### config.mk
export PLATFORM = sky130hd
export DESIGN_NAME = prog_loader
export DESIGN_NICKNAME = d
export VERILOG_FILES = /design/src/rtl/prog_loader.sv
export SDC_FILE = /design/constraint.sdc
export NUM_CORES = 1
export LEC_CHECK = 0
export ABC_CLOCK_PERIOD_IN_PS = 3400
export CORE_UTILIZATION = 30
export CTS_CLUSTER_DIAMETER = 150
export DETAILED_ROUTE_END_ITERATION = 8
export PLACE_DENSITY_LB_ADDON = 0.1
export SLEW_MARGIN = 20
export SYNTH_ARGS = -nofsm -noshare
export SYNTH_HDL_FRONTEND = slang
export SYNTH_SLANG_ARGS = --single-unit
### constraint.sdc
create_clock -name clk -period 3.4 [get_ports clk]
set_input_delay 0.51 -clock clk [delete_from_list [all_inputs] [get_ports clk]]
set_output_delay 0.51 -clock clk [all_outputs]
set_load 0.02 [all_outputs]
### src/rtl/prog_loader.sv
// Streams a program of load_len bytes into memory, verifies a trailing checksum byte,
// and releases the execution unit only after a verified load.
module prog_loader #(
  parameter int DATA_BITS = 8,
  parameter int ADDR_BITS = 8
) (
  input  logic                 clk,
  input  logic                 reset,
  input  logic                 start,
  input  logic [ADDR_BITS:0]   load_len,
  input  logic [DATA_BITS-1:0] in_data,
  input  logic                 in_valid,
  output logic                 in_ready,
  output logic                 mem_we,
  output logic [ADDR_BITS-1:0] mem_addr,
  output logic [DATA_BITS-1:0] mem_wdata,
  output logic                 cpu_reset,
  output logic                 busy,
  output logic                 done,
  output logic                 error
);

  typedef enum logic [2:0] {
    IDLE  = 3'd0,
    LOAD  = 3'd1,
    CHECK = 3'd2,
    DONE  = 3'd3,
    ERR   = 3'd4
  } state_t;

  localparam logic [ADDR_BITS:0]   MAX_LEN  = {1'b1, {ADDR_BITS{1'b0}}};
  localparam logic [ADDR_BITS:0]   LEN_ZERO = {(ADDR_BITS+1){1'b0}};
  localparam logic [ADDR_BITS:0]   LEN_ONE  = {{ADDR_BITS{1'b0}}, 1'b1};
  localparam logic [ADDR_BITS-1:0] ADDR_ZERO = {ADDR_BITS{1'b0}};
  localparam logic [ADDR_BITS-1:0] ADDR_ONE  = {{(ADDR_BITS-1){1'b0}}, 1'b1};
  localparam logic [DATA_BITS-1:0] DATA_ZERO = {DATA_BITS{1'b0}};

  state_t               state_q;
  logic [ADDR_BITS-1:0] addr_q;
  logic [ADDR_BITS:0]   cnt_q;
  logic [ADDR_BITS:0]   len_q;
  logic [DATA_BITS-1:0] csum_q;
  logic                 in_ready_q;
  logic                 busy_q;
  logic                 done_q;
  logic                 error_q;
  logic                 cpu_reset_q;
  logic                 mem_we_q;
  logic [ADDR_BITS-1:0] mem_addr_q;
  logic [DATA_BITS-1:0] mem_wdata_q;

  logic                 len_ok_s;
  logic                 xfer_s;
  logic [ADDR_BITS:0]   cnt_d;
  logic [DATA_BITS-1:0] csum_d;

  // Status bits {in_ready, busy, done, error, cpu_reset} registered alongside the state
  function automatic logic [4:0] status_f(input state_t s);
    case (s)
      LOAD, CHECK: status_f = 5'b11001;
      DONE:        status_f = 5'b00100;
      ERR:         status_f = 5'b00011;
      default:     status_f = 5'b00001;
    endcase
  endfunction

  // Length legality, handshake and running count/checksum increments
  always_comb begin
    len_ok_s = (load_len != LEN_ZERO) && (load_len[0] == 1'b0) && (load_len <= MAX_LEN);
    xfer_s   = in_valid && in_ready_q;
    cnt_d    = cnt_q + LEN_ONE;
    csum_d   = csum_q + in_data;
  end

  // Session FSM with registered memory-port and status outputs
  always_ff @(posedge clk) begin
    if (!reset) begin
      state_q     <= IDLE;
      addr_q      <= ADDR_ZERO;
      cnt_q       <= LEN_ZERO;
      len_q       <= LEN_ZERO;
      csum_q      <= DATA_ZERO;
      mem_we_q    <= 1'b0;
      mem_addr_q  <= ADDR_ZERO;
      mem_wdata_q <= DATA_ZERO;
      {in_ready_q, busy_q, done_q, error_q, cpu_reset_q} <= status_f(IDLE);
    end else begin
      mem_we_q <= 1'b0;
      case (state_q)
        IDLE, DONE, ERR: begin
          if (start) begin
            if (len_ok_s) begin
              state_q <= LOAD;
              addr_q  <= ADDR_ZERO;
              cnt_q   <= LEN_ZERO;
              csum_q  <= DATA_ZERO;
              len_q   <= load_len;
              {in_ready_q, busy_q, done_q, error_q, cpu_reset_q} <= status_f(LOAD);
            end else begin
              state_q <= ERR;
              {in_ready_q, busy_q, done_q, error_q, cpu_reset_q} <= status_f(ERR);
            end
          end else begin
            state_q <= state_q;
          end
        end
        LOAD: begin
          if (xfer_s) begin
            mem_we_q    <= 1'b1;
            mem_addr_q  <= addr_q;
            mem_wdata_q <= in_data;
            // A full 2^ADDR_BITS load wraps the counter back to 0 here
            addr_q      <= addr_q + ADDR_ONE;
            cnt_q       <= cnt_d;
            csum_q      <= csum_d;
            if (cnt_d == len_q) begin
              state_q <= CHECK;
              {in_ready_q, busy_q, done_q, error_q, cpu_reset_q} <= status_f(CHECK);
            end else begin
              state_q <= LOAD;
            end
          end else begin
            state_q <= LOAD;
          end
        end
        CHECK: begin
          if (xfer_s) begin
            if (csum_d == DATA_ZERO) begin
              state_q <= DONE;
              {in_ready_q, busy_q, done_q, error_q, cpu_reset_q} <= status_f(DONE);
            end else begin
              state_q <= ERR;
              {in_ready_q, busy_q, done_q, error_q, cpu_reset_q} <= status_f(ERR);
            end
          end else begin
            state_q <= CHECK;
          end
        end
        default: begin
          state_q <= IDLE;
          {in_ready_q, busy_q, done_q, error_q, cpu_reset_q} <= status_f(IDLE);
        end
      endcase
    end
  end

  assign in_ready  = in_ready_q;
  assign busy      = busy_q;
  assign done      = done_q;
  assign error     = error_q;
  assign cpu_reset = cpu_reset_q;
  assign mem_we    = mem_we_q;
  assign mem_addr  = mem_addr_q;
  assign mem_wdata = mem_wdata_q;

endmodule

==> results of run 1 <==
where the power goes:
group | leakage, nW | switching [mW] | internal (mW)
logic | 0.801 | 0.0855 | 0.0720
registers | 0.468 | 0.0117 | 0.688
clock network | 0.106 | 0.288 | 0.394
cells in the final DEF (no fill, tap or decap), types with 2 or more instances in the layout:
cell and n:
clkdlybuf4s50_1 42, dfxtp_1 58, nand3_1 12, nor3b_1 3, a21boi_0 2, inv_1 4
a22oi_1 7, nor2b_1 3, o21a_1 6, ha_1 9, buf_4 11, a31oi_1 3
a21oi_1 29, xor2_1 9, nor3_1 10, o31a_1 2, o22ai_1 3, nand3b_1 4
or3b_2 2, o21ai_0 13, nor4b_1 2, nand4_1 9, nand2b_1 7, or2_2 4
clkbuf_8 12, and2_1 9, mux2i_1 9, o21ai_1 3, o2111ai_1 2, o311ai_0 2
or3_1 6, nand2_2 2, xnor2_1 11, or4_1 4, and3_1 3, a211oi_1 4
nor2_1 36, nand2_1 54
flip-flops by register name, summed over array words and instances (netlist names):
| name | count |
|---|---|
| addr_q | 8 |
| busy | 1 |
| cnt_q | 9 |
| cpu_reset | 1 |
| csum_q | 8 |
| done | 1 |
| error | 1 |
| len_q | 9 |
| mem_addr | 8 |
| mem_wdata | 8 |
| mem_we | 1 |
| state_q | 3 |
area by class of cell:
type	count	area, um2
fillers	1122	6340
repair buffers	53	503
clock buffers	13	169
flip-flops and latches	58	1160
well taps	136	170
multi-input cells	303	1880
clock inverters	2	35.0
inverters	5	18.8
routing by layer:
metal,GRT usage [%],vias up
li1,-,1468
met1,21.4,1365
met2,23.9,53
met3,3.93,9
met4,5.51,0
met5,0,-
worst max-delay path: cells and delay by family:
| family | cells | cell delay [ns] |
|---|---|---|
| AOI/OAI and AO/OA | 4 | 1.22 |
| adders and majority gates | 2 | 0.65 |
| and+or+nand+nor | 2 | 0.43 |
| buffers and inverters | 1 | 0.42 |
metrics by stage:
step | total power [mW] | std cells | util (%)
after CTS | 1.56 | 570 | 38.3
final | 1.54 | 570 | 38.3
after global placement | 0.873 | 555 | 36.3
after detailed placement | 0.872 | 555 | 36.3
after floorplan | 0.807 | 387 | -
after global routing | 1.61 | 570 | 38.3
cells in the mapped netlist, types with 9 or more instances:
cell type  number  share of area, %
dfxtp_1        58                37
xnor2_1        11               3.1
nand4_1         9               1.8
ha_1            9               3.6
and2_1          9               1.8
nand3_1        12               1.9
nand2_1        54               6.4
nor3_1         10               1.6
clkbuf_1       15               1.8
o21ai_0        13               2.1
nor2_1         36               4.3
xor2_1          9               2.5
a21oi_1        29               4.6
mux2i_1         9               2.9
path summary, 6_finish.rpt:
check             start    endpoint  slack [ns]  cells after the start
max          in_data[0]  state_q[2]        0.44                      9
min reg2reg    len_q[0]    len_q[0]        0.45                      2
max reg2reg   csum_q[0]  state_q[2]        0.74                      8
min            len_q[0]    len_q[0]        0.45                      2
logic make-up (layout without fill, tap and decap cells):
kind of cell,after synthesis,after routing,synth area share [%]
DFF,58,58,36.8
AOI/OAI and AO/OA,88,88,18.4
muxes,9,9,2.85
adders and majority gates,10,10,4.20
buffers and inverters,26,73,3.69
and+or+nand+nor,176,176,28.5
xor gates and xnor gates,20,20,5.55
==> results list, run 1 <==
- Amount of wire on met2 after detailed routing: between 3000 and 4000 um
- Total power divided by cell area: approximately 390 nW/um2
* Most common flop cell mapped by yosys: dfxtp_1
* Delay of the slowest critical-path stage: approximately 0.53 ns
* RSZ-0062 raised after global routing: false
- Highest routed metal layer: met4
- Entering global routing, the biggest net connects 43 pins.
* Post-CTS sizing: 0
- H-tree levels: 3
* Post-DRT Antenna Nets: 0
* Final setup violation count: 0
* DRC violation count after routing: 0
- The routed design has slightly above 8000 um of wire.
* Post-synthesis instance area: 3160 um2
- The number of nets in the synthesized netlist is between 400 and 500.
* Met3 routed WL: 299 um
- Data arrival at the endpoint of the critical path: 3.24 ns
- Later-pin clock latency in the skew report: 0.34 ns
* Max IR drop VDD: 184 uV
- Fraction of layout cells with a size suffix above 1: 8.99%
- Worst rel slew slack: a little over two fifths
* Iter 0 DRT Violations: 69
- For this design the top-level I/O count stands at 43.
- Port buffering added 42 buffers.
* Clock-pin slew on the worst setup and hold paths: about 0.070 ns
- The placed instances occupy a cell area of ~3700 um2.
- The netlist uses 58 different library cells.
- The number of antenna diodes in the final layout is 0.
- The clock period could shrink to 2.96 ns.
- Setup slack closes at between 0.4 and 0.5 ns.
- Final Skew: 0.00639 ns
* Max Clk Rate: 338 MHz
- The worst setup path is of the input port to flip-flop kind.
- During synthesis, Yosys emitted a total of 0 warnings.
* Initial antenna violation count: 0
- Clock tree synthesis found a total of 58 sinks.
* Final Wtd Congestion: 0.780
- Summing over every cut layer, the via total after detailed routing is 2895.
* Floorplan row count: 37
- In this run, synthesis inferred 0 flip-flops with an integrated enable.
* Number of hold-repair buffers added at the cts stage: 0
- Fin. Hold Viols: 0
* Sequential-to-total area share from yosys stat: 36.8%
- The flow ran to the end, and the final reports show no timing, DRC or antenna violations.
* Launching element type of the critical path: input port
- The pre-antenna-repair detailed-routing pass consisted of 4 iterations.
* Place WS: between 0.1 and 0.15 ns
- Routed length per instance: roughly 14 um
* Ratio of routed vias to standard cells: 5.08
* Fraction of registers with async set/reset: 0%
- From bottom edge to top edge, the die measures 105 um.
* Final clock period utilization by the worst path: between 80% and 90%
- Overall Global Routing Usage: between 10% and 20%
* Length of routed wiring on met1: 4090 um
- Number of global-route vias before repair: 2742
* Cell at the root of the clock tree: clkbuf_8
- Final standard cell area without fillers: 3940 um2
* CTS tree: done
- Averaged over all synthesized cells, the footprint is 8.15 um2.
* Fin nets: 461
* Core outline area: 10300 um2
* Initial core utilization: 30.7%
* Cell type of the slowest stage on the worst timing path: o311ai_0
* Lkg Pwr: 1.37 nW
- From synthesis to final layout, the design area changed by 24.8%.
- The cell count after synthesis came out at roughly 390.
* Cells traversed along the worst timing path: clkdlybuf4s50_1 > ha_1 > fa_1 > a211o_1 > and3_1 > o311ai_0 > nor2_1 > a21boi_0 > o31a_1
* Kind of end point of the critical path: flip-flop
* Sum of overflow across all layers after global routing: 0
- In this run the worst hold path is classified as flip-flop to flip-flop.
* Setup TNS: 0 ns
- Actual transition at the worst max-transition pin: 0.855 ns
- After clock tree synthesis, the setup repair step added 0 buffers.
- The first global-routing pass estimated 13600 um of wire.
- HPWL after detailed placement: approximately 5400 um
* Max-capacitance violation count: 0
- The clock passes through at most 2 buffers.
- The synthesized design contains 58 register bits.
- The floorplan step defined a die boundary enclosing 10900 um2.
- The max-slew violation total from the final report was 0.
- Die extent in x: 105 um
- Buffers inserted during clock tree synthesis total 9.
* Worst slack on hold paths: around 0.45 ns
- Required arrival time at the worst endpoint: approximately 3.7 ns
- Along the worst path, the maximum fanout reaches 5.
Note: power is estimated with default switching activity, not from simulation.
==> run 2: changes to the inputs <==
--- a/config.mk
+++ b/config.mk
@@ -5,7 +5,7 @@
 export SDC_FILE = /design/constraint.sdc
 export NUM_CORES = 1
 export LEC_CHECK = 0
-export ABC_CLOCK_PERIOD_IN_PS = 3400
+export ABC_CLOCK_PERIOD_IN_PS = 3700
 export CORE_UTILIZATION = 30
 export CTS_CLUSTER_DIAMETER = 150
 export DETAILED_ROUTE_END_ITERATION = 8
==> constraint.sdc (replaced) <==
create_clock -name clk -period 3.7 [get_ports clk]
set_input_delay 0.555 -clock clk [delete_from_list [all_inputs] [get_ports clk]]
set_output_delay 0.555 -clock clk [all_outputs]
set_load 0.02 [all_outputs]
==> results list, run 2 (synthesis results as in run 1) <==
* Outcome: complete, no violations
* DRC violation count after routing: 0 (unchanged)
* HPWL after detailed placement: 5640 um (+3.5%)
* Final setup violation count: 0 (unchanged)
* Setup TNS: 0 ns (unchanged)
- The worst register-to-register path begins at csum_q[1].
- Number of diodes: 0 (unchanged)
- The met3 layer wire length in the routed design came to 326 um (+9.0%).
* Area of all sequential standard cells: 1160 um2 (unchanged)
* Post-detailed-routing wire length: 7920 um (-2.4%)
* Die height: 105 um (unchanged)
* Fin nets: 456 (-1.1%)
- Final Wtd Congestion: 0.791 (+1.4%)
* Startpoint of the most critical hold path: mem_wdata[3]
* Kind of critical path: input port to flip-flop
* Actual transition at the worst max-transition pin: 0.677 ns (-0.178 ns)
* Overall power of the completed layout: 1.45 mW (-6.1%)
- Area of the multi-input gates: 1880 um2 (unchanged)
- Num CTS Buffers: 9 (unchanged)
- Combinational Power Share: 9.8% (-0.4 points)
- The worst register-to-register path ends at state_q[2].
- The global-route wire length before repair is 13100 um (-3.7%).
- The average vias per placed instance was 4.96 (-2.3%).
- The largest net degree at the start of global routing came to 25 (-42%).
* Fraction of layout cells with a size suffix above 1: 8.14% (-0.85 points)
- Setup repair after global routing left no endpoint under its margin.
- Max IR drop VDD: 168 uV (-8.7%)
- The die span in x is 105 um (unchanged).
- The buffer depth of the longest clock path was 2 (unchanged).
* Clock power frac: 45.7% (+1.4 points)
* Largest registers: cnt_q x9, len_q x9
- The violation count after the first detailed-route iteration was 73 (+5.8%).
* Non-Filler Instances: 566 (-0.70%)
- Slack of the worst reg-to-reg path: 1.06 ns (+0.32 ns)
- The relative slew slack came to 54.8% (+12 points).
- Crit path time final: just over 3 ns
- Signed area change from the synthesized netlist to the final layout: 24.1%
- Number of detailed-route iterations in the first pass: 4 (unchanged)
* Most frequent standard cell in the layout excluding fill and tap cells: dfxtp_1
* Sinks on the clock net: 58 (unchanged)
- The largest individual stage delay along the critical path comes from the cell a211oi_1.
- The total of hold buffers inserted after clock tree synthesis was 0 (unchanged).
* Delay of the slowest critical-path stage: 0.55 ns (+0.02 ns)
- Post-DRT Antenna Nets: 0 (unchanged)
* Core outline area: 10300 um2 (unchanged)
* Final standard cell area without fillers: 3920 um2 (-0.57%)
* Later-pin clock latency in the skew report: 0.34 ns (about the same)
* Length of routed wiring on met1: 4000 um (-2.2%)
- Post-CTS sizing: 0 (unchanged)
* Hold WC Path Type: flip-flop to flip-flop
* Routed length per instance: 14.0 um (-1.8%)
- Boundary pin count: 43 (unchanged)
* Switching Fraction: 24.5% (-0.57 points)
- The number of port buffers came to 42 (unchanged).
- The H-tree depth reported by CTS came to 3 (unchanged).
- Initial antenna violation count: 0 (unchanged)
* Lkg Pwr: 1.35 nW (-1.6%)
- The total number of vias came to 2810 (-2.9%).
* Cell at the root of the clock tree: clkbuf_8
- The final worst clock skew came to 0.00885 ns (+0.00245 ns).
- Internal power summed over all cells: 1.09 mW (-5.4%)
- Number of placed instances with taps included: 550 (-0.90%)
* Leading cell types in the layout, fill and taps excluded: dfxtp_1 (58), nand2_1 (54), clkdlybuf4s50_1 (42)
- The required time reported for the critical path endpoint is 3.94 ns (+0.26 ns).
- Sum of overflow across all layers after global routing: 0 (unchanged)
- Max-capacitance violation count: 0 (unchanged)
- The signal on the critical path passes through clkdlybuf4s50_1 > ha_1 > a211oi_1 > nor4b_1 > or3b_2 > nor2_1 > a21boi_0 > o31a_1.
- Total power divided by cell area: 369 nW/um2 (-5.5%)
- Floorplan row count: 37 (unchanged)
* Cell depth of the worst flop-to-flop path: 7 (-1)
* Number of global-route vias before repair: 2628 (-4.2%)
* Place WS: 0.284 ns (+0.163 ns)
* Overall Global Routing Usage: 15.3% (-0.41 points)
- The path with the worst hold slack has its endpoint at mem_wdata[3].
- Kind of end point of the critical path: flip-flop
- Post-CTS setup buffers: 0 (unchanged)
- Critical-path maximum fanout: 5 (unchanged)
* DIE AREA: 10900 um2 (unchanged)
- The arrival time reported for the critical path endpoint was 3.26 ns (+0.02 ns).
* Final core utilization: 38.1% (-0.22 points)
- The switching power is 0.354 mW (-8.2%).
- Fraction of power consumed by sequential logic: 44.5% (-1.0 points)
* Highest routed metal layer: met4
* Final clock period utilization by the worst path: 81.8%
* Worst slack on hold paths: 0.456 ns (+0.00551 ns)
* Clock-pin slew on the worst setup and hold paths: 0.07 ns (about the same)
- Launching element type of the critical path: input port
* Min setup slack post-route: 0.675 ns (+0.233 ns)
- Filler instances: 1093 (-2.6%)
* Fin. Hold Viols: 0 (unchanged)
* CTS tree: done
* DP Area: 3700 um2 (-1.0%)
- Final-report max-slew violation count: 0 (unchanged)
* Max Clk Rate: 331 MHz
- The cell count of the worst hold path is 2 (unchanged).
- The initial core utilization is 30.7% (unchanged).
- Amount of wire on met2 after detailed routing: 3490 um (-4.0%)
run 2: area by class of cell:
cell class | count | share of cell area, %
tap | 136 | 4.35
clock buffer | 11 | 3.61
sequential | 58 | 29.7
multi-input combinational | 303 | 48.0
inverter | 5 | 0.479
clock inverter | 5 | 1.98
timing repair buffer | 48 | 11.9
run 2: worst max-delay path by stage:
| stage | from | end | slack [ns] |
|---|---|---|---|
| after floorplan | in_data[0] | state_q[2] | 1.07 |
| after global placement | in_data[1] | state_q[2] | 0.38 |
| after detailed placement | in_data[1] | state_q[2] | 0.28 |
| after CTS | in_data[1] | state_q[2] | 0.66 |
| after global routing | in_data[1] | state_q[2] | 0.31 |
| final | in_data[1] | state_q[2] | 0.67 |
run 2: worst max-delay path, delay by kind of cell:
| family | cells | cell delay, ns |
|---|---|---|
| AO/OA/AOI/OAI | 3 | 1.02 |
| AND/OR/NAND/NOR | 3 | 0.89 |
| buffers and inverters | 1 | 0.47 |
| adder cells (fa/ha/maj) | 1 | 0.32 |
run 2: per-layer routing:
layer | vias to the layer above | GRT usage (%)
met5 | - | 0
met4 | 0 | 5.82
met3 | 7 | 3.99
met2 | 61 | 23.6
met1 | 1281 | 20.4
li1 | 1461 | -
run 2: power groups by stage:
stage                     logic, mW  registers [mW]  clock network [mW]
after floorplan              0.0865           0.655                   0
after global placement        0.142           0.657                   0
after detailed placement      0.142           0.657                   0
after CTS                     0.143           0.643               0.681
after global routing          0.156           0.644               0.712
final                         0.141           0.643               0.661
==> run 3: changes to the inputs <==
--- a/config.mk
+++ b/config.mk
@@ -5,7 +5,7 @@
 export SDC_FILE = /design/constraint.sdc
 export NUM_CORES = 1
 export LEC_CHECK = 0
-export ABC_CLOCK_PERIOD_IN_PS = 3700
+export ABC_CLOCK_PERIOD_IN_PS = 2400
 export CORE_UTILIZATION = 30
 export CTS_CLUSTER_DIAMETER = 150
 export DETAILED_ROUTE_END_ITERATION = 8
==> constraint.sdc (replaced) <==
create_clock -name clk -period 2.4 [get_ports clk]
set_input_delay 0.36 -clock clk [delete_from_list [all_inputs] [get_ports clk]]
set_output_delay 0.36 -clock clk [all_outputs]
set_load 0.02 [all_outputs]
==> results list, run 3 (synthesis results as in run 1) <==
- The run finished with clean final reports.
- Routed length per instance: 14.0 um (+0.11%)
- The share of total power consumed by net switching came to 26.4% (+1.9 points).
* Post-detailed-routing wire length: 8530 um (+7.7%)
- Overall Global Routing Usage: 16.2% (+0.90 points)
* Floorplan row count: 37 (unchanged)
* Final-report max-slew violation count: 0 (unchanged)
- TritonCTS built the clock tree.
* Iter 0 DRT Violations: 145 (+99%)
- The die span in x was 105 um (unchanged).
- Internal power summed over all cells: 1.59 mW (+46%)
- STA classifies the critical path endpoint as a flip-flop.
* DRC violation count after routing: 0 (unchanged)
- Cell at the root of the clock tree: clkbuf_8
- Place WS: -0.575 ns (-0.859 ns)
* Final standard cell area without fillers: 4330 um2 (+11%)
- The detailed placer's ending HPWL is 6090 um (+7.9%).
* Worst slack on hold paths: 0.378 ns (-0.0780 ns)
- The number of hold violations in the final report was 0 (unchanged).
- RSZ-0062 raised after global routing: false
- Die height: 105 um (unchanged)
- The area inside the core boundary came to 10300 um2 (unchanged).
- Number of diodes: 0 (unchanged)
- Sinks on the clock net: 58 (unchanged)
* Lkg Pwr: 1.60 nW (+18%)
- Required arrival time at the worst endpoint: 2.62 ns (-1.32 ns)
- The setup total negative slack is 0 ns (unchanged).
* Count of input and output buffers: 42 (unchanged)
- Actual transition at the worst max-transition pin: 0.457 ns (-0.219 ns)
* Largest registers: cnt_q x9, len_q x9
* Max-capacitance violation count: 0 (unchanged)
- Max Clk Rate: 437 MHz
- Final Skew: 0.00816 ns (-0.000686 ns)
* Most frequent standard cell in the layout excluding fill and tap cells: dfxtp_1
- Signed area change from the synthesized netlist to the final layout: 37.3%
* Sum of overflow across all layers after global routing: 0 (unchanged)
- Kind of critical path: input port to flip-flop
- The largest net degree at the start of global routing is 32 (+28%).
- The fraction of final layout cells with drive strength greater than 1 is 19.9% (+12 points).
* DIE AREA: 10900 um2 (unchanged)
* Critical-path maximum fanout: 8 (+3)
- Leading cell types in the layout, fill and taps excluded: dfxtp_1 (57), nand2_1 (54), buf_4 (47)
- Fraction of power consumed by sequential logic: 45.8% (+1.3 points)
* Number of hold-repair buffers added at the cts stage: 0 (unchanged)
- Num CTS Buffers: 9 (unchanged)
* Clock power frac: 41.3% (-4.4 points)
- Final Wtd Congestion: 0.811 (+2.6%)
- The number of global-route vias before repair came to 2915 (+11%).
* Total power divided by cell area: 499 nW/um2 (+35%)
* Ratio of routed vias to standard cells: 4.97 (+0.15%)
- The source-to-sink clock delay at the later pin of the worst-skew pair was 0.33 ns (about the same).
* Final clock period utilization by the worst path: 95.3%
- Boundary pin count: 43 (unchanged)
* Maximum buffer depth of the clock tree: 2 (unchanged)
* Reported net switching power: 0.570 mW (+61%)
- Hold WC Path Type: input port to flip-flop
- Min setup slack post-route: 0.112 ns (-0.563 ns)
- The initial core utilization is 30.7% (unchanged).
* Post-DRT Antenna Nets: 0 (unchanged)
- First-pass GRT wire length: 14200 um (+7.9%)
- Crit path time final: ~2.3 ns
- Vias after detailed routing: 3028 (+7.8%)
* Worst rel slew slack: 69.5% (+15 points)
- Final core utilization: 42.1% (+4.1 points)
- The number of setup violations in the final report came to 0 (unchanged).
- Initial antenna violation count: 0 (unchanged)
* Combinational Power Share: 12.8% (+3.0 points)
- The placed instance area came to 4030 um2 (+9.1%).
* Fin nets: 499 (+9.4%)
* Data arrival at the endpoint of the critical path: 2.51 ns (-0.75 ns)
* Clock-pin slew on the worst setup and hold paths: 0.07 ns (about the same)
* Max IR drop VDD: 240 uV (+43%)
- Number of detailed-route iterations in the first pass: 4 (unchanged)
- H-tree levels: 3 (unchanged)
* Launching element type of the critical path: input port
==> run 3: cell type report <==
| type | count | area [um2] |
|---|---|---|
| Tap cell | 136 | 170 |
| Multi-Input combinational cell | 303 | 1970 |
| Clock buffer | 9 | 124 |
| Sequential cell | 58 | 1160 |
| Inverter | 5 | 18.8 |
| Timing Repair Buffer | 91 | 817 |
| Fill cell | 1086 | 5950 |
| Clock inverter | 7 | 70.1 |
==> run 3: final timing paths <==
| path | to | slack (ns) | start | cells after the start |
|---|---|---|---|---|
| worst max-delay path | len_q[4] | 0.11 | load_len[5] | 8 |
| worst min-delay path | mem_wdata[1] | 0.38 | in_data[1] | 3 |
| worst max register to register | cpu_reset | 0.12 | csum_q[0] | 9 |
| worst min register to register | len_q[0] | 0.44 | len_q[0] | 2 |
==> run 3: repair_timing <==
action / in CTS / in global routing
endpoints found under the setup margin: 7 / 21
gates resized for setup: 12 / 12
setup buffers: 2 / 0
pin swaps: 6 / 7
==> run 3: power groups by stage <==
| stage | Sequential (mW) | Combinational (mW) | Clock [mW] |
|---|---|---|---|
| after floorplan | 1.01 | 0.134 | 0 |
| after global placement | 1.01 | 0.265 | 0 |
| after detailed placement | 1.01 | 0.265 | 0 |
| after CTS | 0.991 | 0.272 | 0.936 |
| after global routing | 0.993 | 0.301 | 0.985 |
| final | 0.991 | 0.278 | 0.894 |
==> run 3: worst max-delay path, stage by stage <==
cell and delay [ns]:
clkdlybuf4s50_1 0.43, or4_4 0.54, o21a_4 0.25, or3_4 0.33, buf_4 0.17, nor2_8 0.18, mux2i_1 0.20, nor2_1 0.05
==> run 3: metal layers <==
metal / global-route usage (%) / vias to the layer above / wire length, um
li1: - / 1544 / -
met2: 25.0 / 48 / 3800
met5: 0 / - / 0
met3: 3.37 / 7 / 292
met4: 5.10 / 0 / 68
met1: 22.5 / 1429 / 4370
==> run 3: per-stage QoR <==
| stage | cells | power [mW] |
|---|---|---|
| after CTS | 609 | 2.20 |
| after floorplan | 387 | 1.14 |
| after detailed placement | 591 | 1.28 |
| after global placement | 591 | 1.28 |
| after global routing | 609 | 2.28 |
| final | 609 | 2.16 |
